[config.mk]
export PLATFORM = sky130hd
export DESIGN_NAME = prism_cfg_sequencer_flat
export DESIGN_NICKNAME = d
export VERILOG_FILES = /design/src/rtl/prism_cfg_sequencer_if.sv /design/src/rtl/prism_cfg_sequencer.sv /design/src/flat_wrapper.sv
export SDC_FILE = /design/constraint.sdc
export NUM_CORES = 1
export LEC_CHECK = 0
export CELL_PAD_IN_SITES_DETAIL_PLACEMENT = 1
export CELL_PAD_IN_SITES_GLOBAL_PLACEMENT = 1
export CORE_AREA = 2 2 131 261
export CTS_BUF_LIST = sky130_fd_sc_hd__clkbuf_16
export DETAILED_ROUTE_END_ITERATION = 8
export DIE_AREA = 0 0 133 263
export PLACE_DENSITY_LB_ADDON = 0.3
export SYNTH_ARGS = -nofsm -noshare
export SYNTH_HDL_FRONTEND = slang
export SYNTH_SLANG_ARGS = --single-unit
[constraint.sdc]
create_clock -name clk -period 3.6 [get_ports clk]
set_input_delay 0.54 -clock clk [delete_from_list [all_inputs] [get_ports clk]]
set_output_delay 0.54 -clock clk [all_outputs]
set_load 0.01 [all_outputs]
[src/rtl/prism_cfg_sequencer_if.sv]
// Host-side bundle between the peripheral register decode and the PRISM configuration sequencer.
interface prism_cfg_sequencer_if #(
  parameter int unsigned DEPTH = 8,
  parameter int unsigned AW    = 6,
  parameter int unsigned DW    = 32
);
  localparam int unsigned LW = $clog2(DEPTH) + 1;

  logic          cmd_valid;
  logic          cmd_ready;
  logic [AW-1:0] cmd_addr;
  logic [DW-1:0] cmd_data;
  logic          flush;
  logic          go;
  logic          stop;
  logic          auto_enable;
  logic          err_clr;
  logic          host_wr;
  logic [AW-1:0] host_addr;
  logic [DW-1:0] host_wdata;
  logic          dbg_wr;
  logic [AW-1:0] dbg_addr;
  logic [DW-1:0] dbg_wdata;
  logic          dbg_reset;
  logic          fsm_enable;
  logic          busy;
  logic          done;
  logic [LW-1:0] level;
  logic [1:0]    err;

  modport master (
    output cmd_valid, cmd_addr, cmd_data, flush, go, stop, auto_enable, err_clr,
           host_wr, host_addr, host_wdata,
    input  cmd_ready, dbg_wr, dbg_addr, dbg_wdata, dbg_reset, fsm_enable, busy, done,
           level, err
  );

  modport slave (
    input  cmd_valid, cmd_addr, cmd_data, flush, go, stop, auto_enable, err_clr,
           host_wr, host_addr, host_wdata,
    output cmd_ready, dbg_wr, dbg_addr, dbg_wdata, dbg_reset, fsm_enable, busy, done,
           level, err
  );
endinterface

[src/rtl/prism_cfg_sequencer.sv]
// PRISM (re)configuration sequencer: queues host debug writes, then disables the FSM,
// pulses debug_reset, replays the queue into the debug port and optionally re-enables.
module prism_cfg_sequencer #(
  parameter int unsigned DEPTH        = 8,
  parameter int unsigned AW           = 6,
  parameter int unsigned DW           = 32,
  parameter int unsigned RESET_CYCLES = 2
) (
  input logic                  clk,
  input logic                  rst,
  prism_cfg_sequencer_if.slave bus
);
  localparam int unsigned PW = $clog2(DEPTH);
  localparam int unsigned LW = PW + 1;
  localparam int unsigned CW = (RESET_CYCLES > 1) ? $clog2(RESET_CYCLES) : 1;

  typedef enum logic [2:0] {S_IDLE, S_DISABLE, S_RESET, S_LOAD, S_RUN} state_t;

  state_t        state;
  state_t        state_nxt;
  logic [CW-1:0] rst_cnt;
  logic [CW-1:0] rst_cnt_nxt;
  logic [PW-1:0] rd_ptr;
  logic [PW-1:0] wr_ptr;
  logic [AW-1:0] mem_addr [DEPTH];
  logic [DW-1:0] mem_data [DEPTH];
  logic          host_ok;
  logic          host_acc;
  logic          clear;
  logic          push;
  logic          pop;
  logic          done_nxt;
  logic [LW-1:0] level_nxt;
  logic [1:0]    err_nxt;

  // State and reset-pulse counter registers
  always_ff @(posedge clk or posedge rst) begin
    if (rst) begin
      state   <= S_IDLE;
      rst_cnt <= '0;
    end else begin
      state   <= state_nxt;
      rst_cnt <= rst_cnt_nxt;
    end
  end

  // Next state, FIFO control, arbitration and sticky error update
  always_comb begin
    state_nxt   = state;
    rst_cnt_nxt = rst_cnt;
    pop         = 1'b0;
    done_nxt    = 1'b0;
    host_ok     = (state == S_IDLE) || (state == S_RUN);
    case (state)
      S_IDLE:    if (bus.go) state_nxt = S_DISABLE;
      S_RUN: begin
        if (bus.stop)    state_nxt = S_IDLE;
        else if (bus.go) state_nxt = S_DISABLE;
      end
      S_DISABLE: begin
        state_nxt   = S_RESET;
        rst_cnt_nxt = CW'(RESET_CYCLES - 1);
      end
      S_RESET: begin
        if (rst_cnt == '0) state_nxt = S_LOAD;
        else               rst_cnt_nxt = rst_cnt - CW'(1);
      end
      S_LOAD: begin
        if (bus.level == '0) begin
          state_nxt = bus.auto_enable ? S_RUN : S_IDLE;
          done_nxt  = 1'b1;
        end else begin
          pop = 1'b1;
        end
      end
      default:   state_nxt = S_IDLE;
    endcase
    host_acc  = host_ok && bus.host_wr;
    clear     = host_ok && bus.flush;
    push      = bus.cmd_valid && bus.cmd_ready && !clear;
    level_nxt = clear ? '0 : (bus.level + LW'(push) - LW'(pop));
    err_nxt   = bus.err_clr ? 2'b00 : bus.err;
    if (bus.cmd_valid && (bus.level == LW'(DEPTH)) && (state != S_LOAD)) err_nxt[0] = 1'b1;
    if (bus.host_wr && !host_ok) err_nxt[1] = 1'b1;
  end

  // Command payload storage; contents are qualified by the pointers, so no reset
  always_ff @(posedge clk) begin
    if (push) begin
      mem_addr[wr_ptr] <= bus.cmd_addr;
      mem_data[wr_ptr] <= bus.cmd_data;
    end
  end

  // FIFO pointers and all registered outputs
  always_ff @(posedge clk or posedge rst) begin
    if (rst) begin
      rd_ptr         <= '0;
      wr_ptr         <= '0;
      bus.level      <= '0;
      bus.err        <= '0;
      bus.cmd_ready  <= 1'b0;
      bus.busy       <= 1'b0;
      bus.done       <= 1'b0;
      bus.fsm_enable <= 1'b0;
      bus.dbg_reset  <= 1'b0;
      bus.dbg_wr     <= 1'b0;
      bus.dbg_addr   <= '0;
      bus.dbg_wdata  <= '0;
    end else begin
      bus.level      <= level_nxt;
      bus.err        <= err_nxt;
      bus.done       <= done_nxt;
      bus.cmd_ready  <= (level_nxt != LW'(DEPTH)) && (state_nxt != S_LOAD);
      bus.busy       <= state_nxt inside {S_DISABLE, S_RESET, S_LOAD};
      bus.fsm_enable <= (state_nxt == S_RUN);
      bus.dbg_reset  <= (state_nxt == S_RESET);
      bus.dbg_wr     <= pop || host_acc;
      if (clear) begin
        rd_ptr <= '0;
        wr_ptr <= '0;
      end else begin
        if (push) wr_ptr <= wr_ptr + PW'(1);
        if (pop)  rd_ptr <= rd_ptr + PW'(1);
      end
      if (pop) begin
        bus.dbg_addr  <= mem_addr[rd_ptr];
        bus.dbg_wdata <= mem_data[rd_ptr];
      end else if (host_acc) begin
        bus.dbg_addr  <= bus.host_addr;
        bus.dbg_wdata <= bus.host_wdata;
      end
    end
  end
endmodule
[src/flat_wrapper.sv]
// flat-port wrapper written by rule: the top's interface ports become plain ports
module prism_cfg_sequencer_flat 
#(
  parameter int unsigned DEPTH        = 8,
  parameter int unsigned AW           = 6,
  parameter int unsigned DW           = 32,
  parameter int unsigned RESET_CYCLES = 2
)
  (clk, rst, bus_cmd_valid, bus_cmd_addr, bus_cmd_data, bus_flush, bus_go, bus_stop, bus_auto_enable, bus_err_clr, bus_host_wr, bus_host_addr, bus_host_wdata, bus_cmd_ready, bus_dbg_wr, bus_dbg_addr, bus_dbg_wdata, bus_dbg_reset, bus_fsm_enable, bus_busy, bus_done, bus_level, bus_err);
  prism_cfg_sequencer_if #(.DEPTH(DEPTH), .AW(AW), .DW(DW)) bus_i ();
  input logic clk;
  input logic rst;
  input wire logic [$bits(bus_i.cmd_valid)-1:0] bus_cmd_valid;
  input wire logic [$bits(bus_i.cmd_addr)-1:0] bus_cmd_addr;
  input wire logic [$bits(bus_i.cmd_data)-1:0] bus_cmd_data;
  input wire logic [$bits(bus_i.flush)-1:0] bus_flush;
  input wire logic [$bits(bus_i.go)-1:0] bus_go;
  input wire logic [$bits(bus_i.stop)-1:0] bus_stop;
  input wire logic [$bits(bus_i.auto_enable)-1:0] bus_auto_enable;
  input wire logic [$bits(bus_i.err_clr)-1:0] bus_err_clr;
  input wire logic [$bits(bus_i.host_wr)-1:0] bus_host_wr;
  input wire logic [$bits(bus_i.host_addr)-1:0] bus_host_addr;
  input wire logic [$bits(bus_i.host_wdata)-1:0] bus_host_wdata;
  output wire logic [$bits(bus_i.cmd_ready)-1:0] bus_cmd_ready;
  output wire logic [$bits(bus_i.dbg_wr)-1:0] bus_dbg_wr;
  output wire logic [$bits(bus_i.dbg_addr)-1:0] bus_dbg_addr;
  output wire logic [$bits(bus_i.dbg_wdata)-1:0] bus_dbg_wdata;
  output wire logic [$bits(bus_i.dbg_reset)-1:0] bus_dbg_reset;
  output wire logic [$bits(bus_i.fsm_enable)-1:0] bus_fsm_enable;
  output wire logic [$bits(bus_i.busy)-1:0] bus_busy;
  output wire logic [$bits(bus_i.done)-1:0] bus_done;
  output wire logic [$bits(bus_i.level)-1:0] bus_level;
  output wire logic [$bits(bus_i.err)-1:0] bus_err;
  assign bus_i.cmd_valid = bus_cmd_valid;
  assign bus_i.cmd_addr = bus_cmd_addr;
  assign bus_i.cmd_data = bus_cmd_data;
  assign bus_i.flush = bus_flush;
  assign bus_i.go = bus_go;
  assign bus_i.stop = bus_stop;
  assign bus_i.auto_enable = bus_auto_enable;
  assign bus_i.err_clr = bus_err_clr;
  assign bus_i.host_wr = bus_host_wr;
  assign bus_i.host_addr = bus_host_addr;
  assign bus_i.host_wdata = bus_host_wdata;
  assign bus_cmd_ready = bus_i.cmd_ready;
  assign bus_dbg_wr = bus_i.dbg_wr;
  assign bus_dbg_addr = bus_i.dbg_addr;
  assign bus_dbg_wdata = bus_i.dbg_wdata;
  assign bus_dbg_reset = bus_i.dbg_reset;
  assign bus_fsm_enable = bus_i.fsm_enable;
  assign bus_busy = bus_i.busy;
  assign bus_done = bus_i.done;
  assign bus_level = bus_i.level;
  assign bus_err = bus_i.err;
  prism_cfg_sequencer #(.DEPTH(DEPTH), .AW(AW), .DW(DW), .RESET_CYCLES(RESET_CYCLES)) u_core (.clk(clk), .rst(rst), .bus(bus_i));
endmodule
# --- After elaboration in Yosys (flattened, before gate mapping) ---
# Memories as Yosys holds them, arrays and structs flattened.
# Cells that the tools add are included.
totals:
  word_cells: 81
  input_bits: 85
  ramBits: 304
  n_memories: 2
  out_inout_bits: 50
  reg_bits: 60
memory_table:
  columns: ["memory", "words", "width", "rd", "rd_clocked_by_memory_dff", "wr", "line_no", "source"]
  rows:
  - ["u_core.mem_data", 8, 32, 1, 0, 1, "prism_cfg_sequencer.sv:26", "logic [DW-1:0] mem_data [DEPTH];"]
  - ["u_core.mem_addr", 8, 6, 1, 0, 1, "prism_cfg_sequencer.sv:25", "logic [AW-1:0] mem_addr [DEPTH];"]
op_classes:
  eq_ne: 12
  add_sub_neg: 5
  n_reduce_logical: 21
  mux: 26
ops:
  columns: ["operator", "n"]
  rows:
  - ["$mux 32", 2]
  - ["$mux 3", 9]
  - ["$pmux 3 s5", 1]
  - ["$eq 3x2->1 const B", 4]
  - ["$mux 6", 2]
  - ["$reduce_bool 2->1", 6]
  - ["$mux 1", 9]
  - ["$logic_and 1x1->1", 8]
  - ["$add 3x1->3 const B", 2]
  - ["$eq 3x1->1 const B", 2]
  - ["$eq 3x3->1 const B", 2]
  - ["$ne 3x2->1 const B", 2]
  - ["$add 4x1->4", 1]
  - ["$eq 4x4->1 const B", 1]
  - ["$logic_not 4->1", 1]
  - ["$mux 4", 1]
  - ["$ne 4x4->1 const B", 1]
  - ["$sub 4x1->4", 1]
  - ["$logic_not 3->1", 1]
  - ["$reduce_bool 3->1", 1]
  - ["$logic_not 1->1", 2]
  - ["$logic_or 1x1->1", 2]
  - ["$mux 2", 1]
  - ["$pmux 1 s2", 1]
  - ["$sub 1x1->1 const B", 1]

# --- Depth between registers and ports, before layout ---
depth:
  depth_word: 10
  depth_mapped: 12

# --- Worst setup path before layout ---
# Ideal clock, no wire load.
synth_timing:
  path_kind: "in2reg"
  start: "input bus_flush"
  end: "memory u_core.mem_addr[0][0], enable pin"
  path_buffers: 0
  path_slack_ns: -0.590
  setup_time_ns: 0.480
  arrival_ns: 3.709
  required_time_ns: 3.120
  cell_stages: 3
  cell_sequence: "nor3b_1 > or3_1 > nor3_1"
synth_via:
  elab_chain_len: 5
synth_rtl:
  columns: ["item", "line_no", "source"]
  rows:
  - ["start: declaration", "flat_wrapper.sv:16", "input wire logic [$bits(bus_i.flush)-1:0] bus_flush;"]
  - ["$logic_and 1x1->1", "prism_cfg_sequencer.sv:79", "clear = host_ok && bus.flush;"]
  - ["$logic_not 1->1", "prism_cfg_sequencer.sv:80", "push = bus.cmd_valid && bus.cmd_ready && !clear;"]
  - ["$logic_and 1x1->1", "prism_cfg_sequencer.sv:80", null]
  - ["$mux 1", "prism_cfg_sequencer.sv:89", "if (push) begin"]
  - ["$mux 1 (not written as such)", "prism_cfg_sequencer.sv:90", "mem_addr[wr_ptr] <= bus.cmd_addr;"]
  - ["end: declaration", "prism_cfg_sequencer.sv:25", null]
# No other way between the ends.

# --- Worst setup path after layout ---
layout_timing:
  start: "register u_core.bus.level[2] (netlist bit)"
  end: "register u_core.bus.cmd_ready"
layout_via:
  elab_chain_len: 7
layout_rtl:
  columns: ["item", "line_no", "source"]
  rows:
  - ["start: declaration", "prism_cfg_sequencer_if.sv:42", "level, err"]
  - ["start signal: assignment", "prism_cfg_sequencer.sv:111", "bus.level <= level_nxt;"]
  - ["branches (longest 6 deep; another with $add 4x1->4)", null, null]
  - ["$logic_and 1x1->1 (*)", "prism_cfg_sequencer.sv:114", "bus.cmd_ready <= (level_nxt != LW'(DEPTH)) && (state_nxt != S_LOAD);"]
  - ["end signal: assignment", "prism_cfg_sequencer.sv:114", null]
  - ["end: declaration", "prism_cfg_sequencer_if.sv:41", "output cmd_ready, dbg_wr, dbg_addr, dbg_wdata, dbg_reset, fsm_enable, busy, done,"]
# Every way passes the cells marked *.
# A chain may end at the register's enable or synchronous reset.

==> flow_metrics.tcl <==
set metrics [dict create \
    grt_setup_unrepaired "false" \
    power.leakage_nw 6.07 \
    start_util_pct 44.9 \
    cp-end-kind "flip-flop" \
    power.total_mw 14.5 \
    final_net_count 1048 \
    yosys_warnings 0 \
    clock.fmax_mhz 365 \
    rows 94 \
    yosysUniqueCellTypes 44 \
    netlist_area_mm2 0.0147 \
    tightest_slew_ns 0.879 \
    synth_edf_count 304 \
    drv_cap 0 \
    drt_first_pass_iters 4 \
    hold_class "input port to async pin" \
    p_per_area_mw_per_mm2 813 \
    slew_violations 0 \
    ant_nets 0 \
    place_congestion 0.759 \
    routed_via_density 5.49 \
    io_buffer_count 134 \
    cts_root_buf "clkbuf_16" \
    grt_antenna_before_repair 0 \
    ctsHoldBuffers 0 \
    tritoncts "yes" \
    critical_path_class "flip-flop to flip-flop" \
    crit_fanout 5 \
    fin_setup_tns_ns 0 \
    yosys.area.top_type "edfxtp_1" \
    critPathRequiredTime_ns 4.07 \
    grt_max_degree 45 \
    synth_top_area_share_pct 62.0 \
    antenna_cells_inserted 0 \
    fin_util_pct 54.2 \
    final-setup-viol-count 0 \
    arrival_ns 3.21 \
    cts_buffers 31 \
    slew_headroom_pct 41.3 \
    clk_path_buf_depth 3 \
    synthCells 811 \
    routed-via-count 7740 \
    track_usage_pct 19.6 \
    cts_sinks 364 \
    fillers 2956 \
    fin_ws_ns 0.859 \
    fin_crit_sh_pct 76.1 \
    drc 0 \
    grt_pass1_vias 8743 \
    ir_drop_mv 0.548 \
    cts_max_level 1 \
    grt_pass1_wl_mm 51.9 \
    die_y_um 263 \
    die_area_mm2 0.0350 \
    post-cts-setup-buffers 0 \
    grt.overflow.total 0 \
    async_flop_share_pct 16.5 \
    drt_iter0_markers 320 \
    place_hpwl_mm 20.9 \
    hold_violations 0 \
    syn_nets 905 \
    clk-insertion-delay-late_ns 0.58 \
    synth-seq-area-share_pct 72.2 \
    totalWireLength_mm 33.8 \
    cts_resized 0 \
    synth_top_cells_by_area "edfxtp_1, dfrtp_1, mux2i_1, mux4_2, a22oi_2" \
    place_ws_ns 0.812 \
    critPathLaunchType "flip-flop" \
    wl_per_cell_um 23.9 \
    design.core.area_mm2 0.0328 \
    io_pins 135 \
    outcome "finished, final reports clean" \
    synth-seq-cells 364 \
    synth.avg_cell_area_um2 18.2 \
    drive_above_1_share_pct 17.5 \
    fin_skew_ns 0.0315 \
    yosys_most_used_dff "edfxtp_1" \
    fin_crit_ns 2.74 \
    synthToLayoutAreaGrowth_pct 20.7 \
    die_x_um 133 \
    clkTransAtPathRegs_ns 0.07 \
]
## critical path: stages (launching register included)
cell and delay (ns):
dfrtp_1 0.38, inv_1 0.11, ha_1 0.16, nor3b_2 0.44, nor2_4 0.07, ha_1 0.28, inv_1 0.04, ha_1 0.20
fa_1 0.41, xnor2_1 0.22, nand2_1 0.07, o31a_1 0.24
## cells by family after synthesis
group	Yosys count	synth area share, %
multiplexers	154	13.7
flip-flops	364	72.2
buffers and inverters	55	3.06
AND/OR/NAND/NOR	138	5.22
XOR/XNOR	6	0.357
adder cells (fa/ha/maj)	9	0.816
AO/OA/AOI/OAI	85	4.66
## cell usage after synthesis, types with 7 or more instances
cell type	number
edfxtp_1	304
mux2i_1	115
dfrtp_1	60
nand2b_1	41
nand3_1	40
mux4_2	38
o21ai_1	36
a22oi_2	29
nor2_1	20
buf_2	13
nand2_1	12
a22oi_1	9
inv_1	9
buf_12	8
ha_1	8
clkbuf_1	7
## final cells by class
class / instances / area, µm² / area share, %
Sequential cell: 364 / 10600 / 59.8
Multi-Input combinational cell: 392 / 3730 / 21.0
Timing Repair Buffer: 156 / 1590 / 8.97
Clock buffer: 31 / 776 / 4.36
Tap cell: 432 / 541 / 3.04
Clock inverter: 27 / 464 / 2.61
Inverter: 9 / 35.0 / 0.197
## state kept, by name (all words and copies together) (netlist names)
| signal | flops |
|---|---|
| u_core.bus.dbg_wdata | 32 |
| u_core.bus.fsm_enable | 1 |
| u_core.rd_ptr | 3 |
| u_core.bus.cmd_ready | 1 |
| u_core.bus.err | 2 |
| u_core.bus.dbg_addr | 6 |
| u_core.mem_data | 256 |
| u_core.bus.busy | 1 |
| u_core.rst_cnt | 1 |
| u_core.bus.dbg_wr | 1 |
| u_core.bus.done | 1 |
| u_core.state | 3 |
| u_core.bus.level | 4 |
| u_core.mem_addr | 48 |
| u_core.bus.dbg_reset | 1 |
| u_core.wr_ptr | 3 |
## through the flow
stage               instances  hold slack [ns]  instance area (µm²)
finish                   1411            0.462                17800
global route             1411            0.514                17800
CTS                      1411            0.464                17800
detailed placement       1353            0.506                16500
global placement         1353            0.495                16500
floorplan                 811            0.476                14700
## where the power goes
group / internal [mW] / switching (mW)
logic: 2.24 / 2.64
registers: 5.17 / 0.399
clock network: 2.45 / 1.56
## placed cells by master, fill, tap and decap left out, types with 3 or more instances in the layout
cell type	Yosys	routed
inv_1	9	8
edfxtp_1	304	304
clkinv_4	0	3
ha_1	8	8
dfrtp_1	60	57
bufinv_16	0	12
nand3_1	40	40
nor2_4	2	9
clkinv_2	0	7
buf_12	8	7
a22oi_1	9	9
mux2i_1	115	115
o21ai_1	36	36
a21oi_1	3	3
a22oi_2	29	29
nand2_1	12	12
clkinvlp_4	0	4
nor2_1	20	14
xnor2_1	4	4
mux4_2	38	38
clkbuf_16	0	31
nand2b_1	41	41
clkdlybuf4s50_1	0	134
nor2b_1	4	3
buf_4	6	15
## layer usage
| layer | track usage, % | wire (µm) | share of wire [%] | up-vias |
|---|---|---|---|---|
| met2 | 37.9 | 19200 | 57 | 191 |
| met5 | 0 | 0 | 0 | - |
| met1 | 22.3 | 12600 | 37 | 4071 |
| met4 | 5.93 | 699 | 2.1 | 0 |
| met3 | 2.21 | 1260 | 3.7 | 37 |
| li1 | - | - | - | 3441 |
## worst paths after layout
check	from	end	slack [ns]	depth (start not counted)
min reg2reg	u_core.bus.err[1]	u_core.bus.err[1]	0.52	1
max in group asynchronous	rst	u_core.bus.dbg_wdata[20]	2.33	3
max reg2reg	u_core.bus.level[2]	u_core.bus.cmd_ready	0.86	11
min	rst	u_core.bus.dbg_wdata[29]	0.46	2
max	u_core.bus.level[2]	u_core.bus.cmd_ready	0.86	11
min in group clk	u_core.bus.err[1]	u_core.bus.err[1]	0.52	1
(Power assumes the default switching activity.)
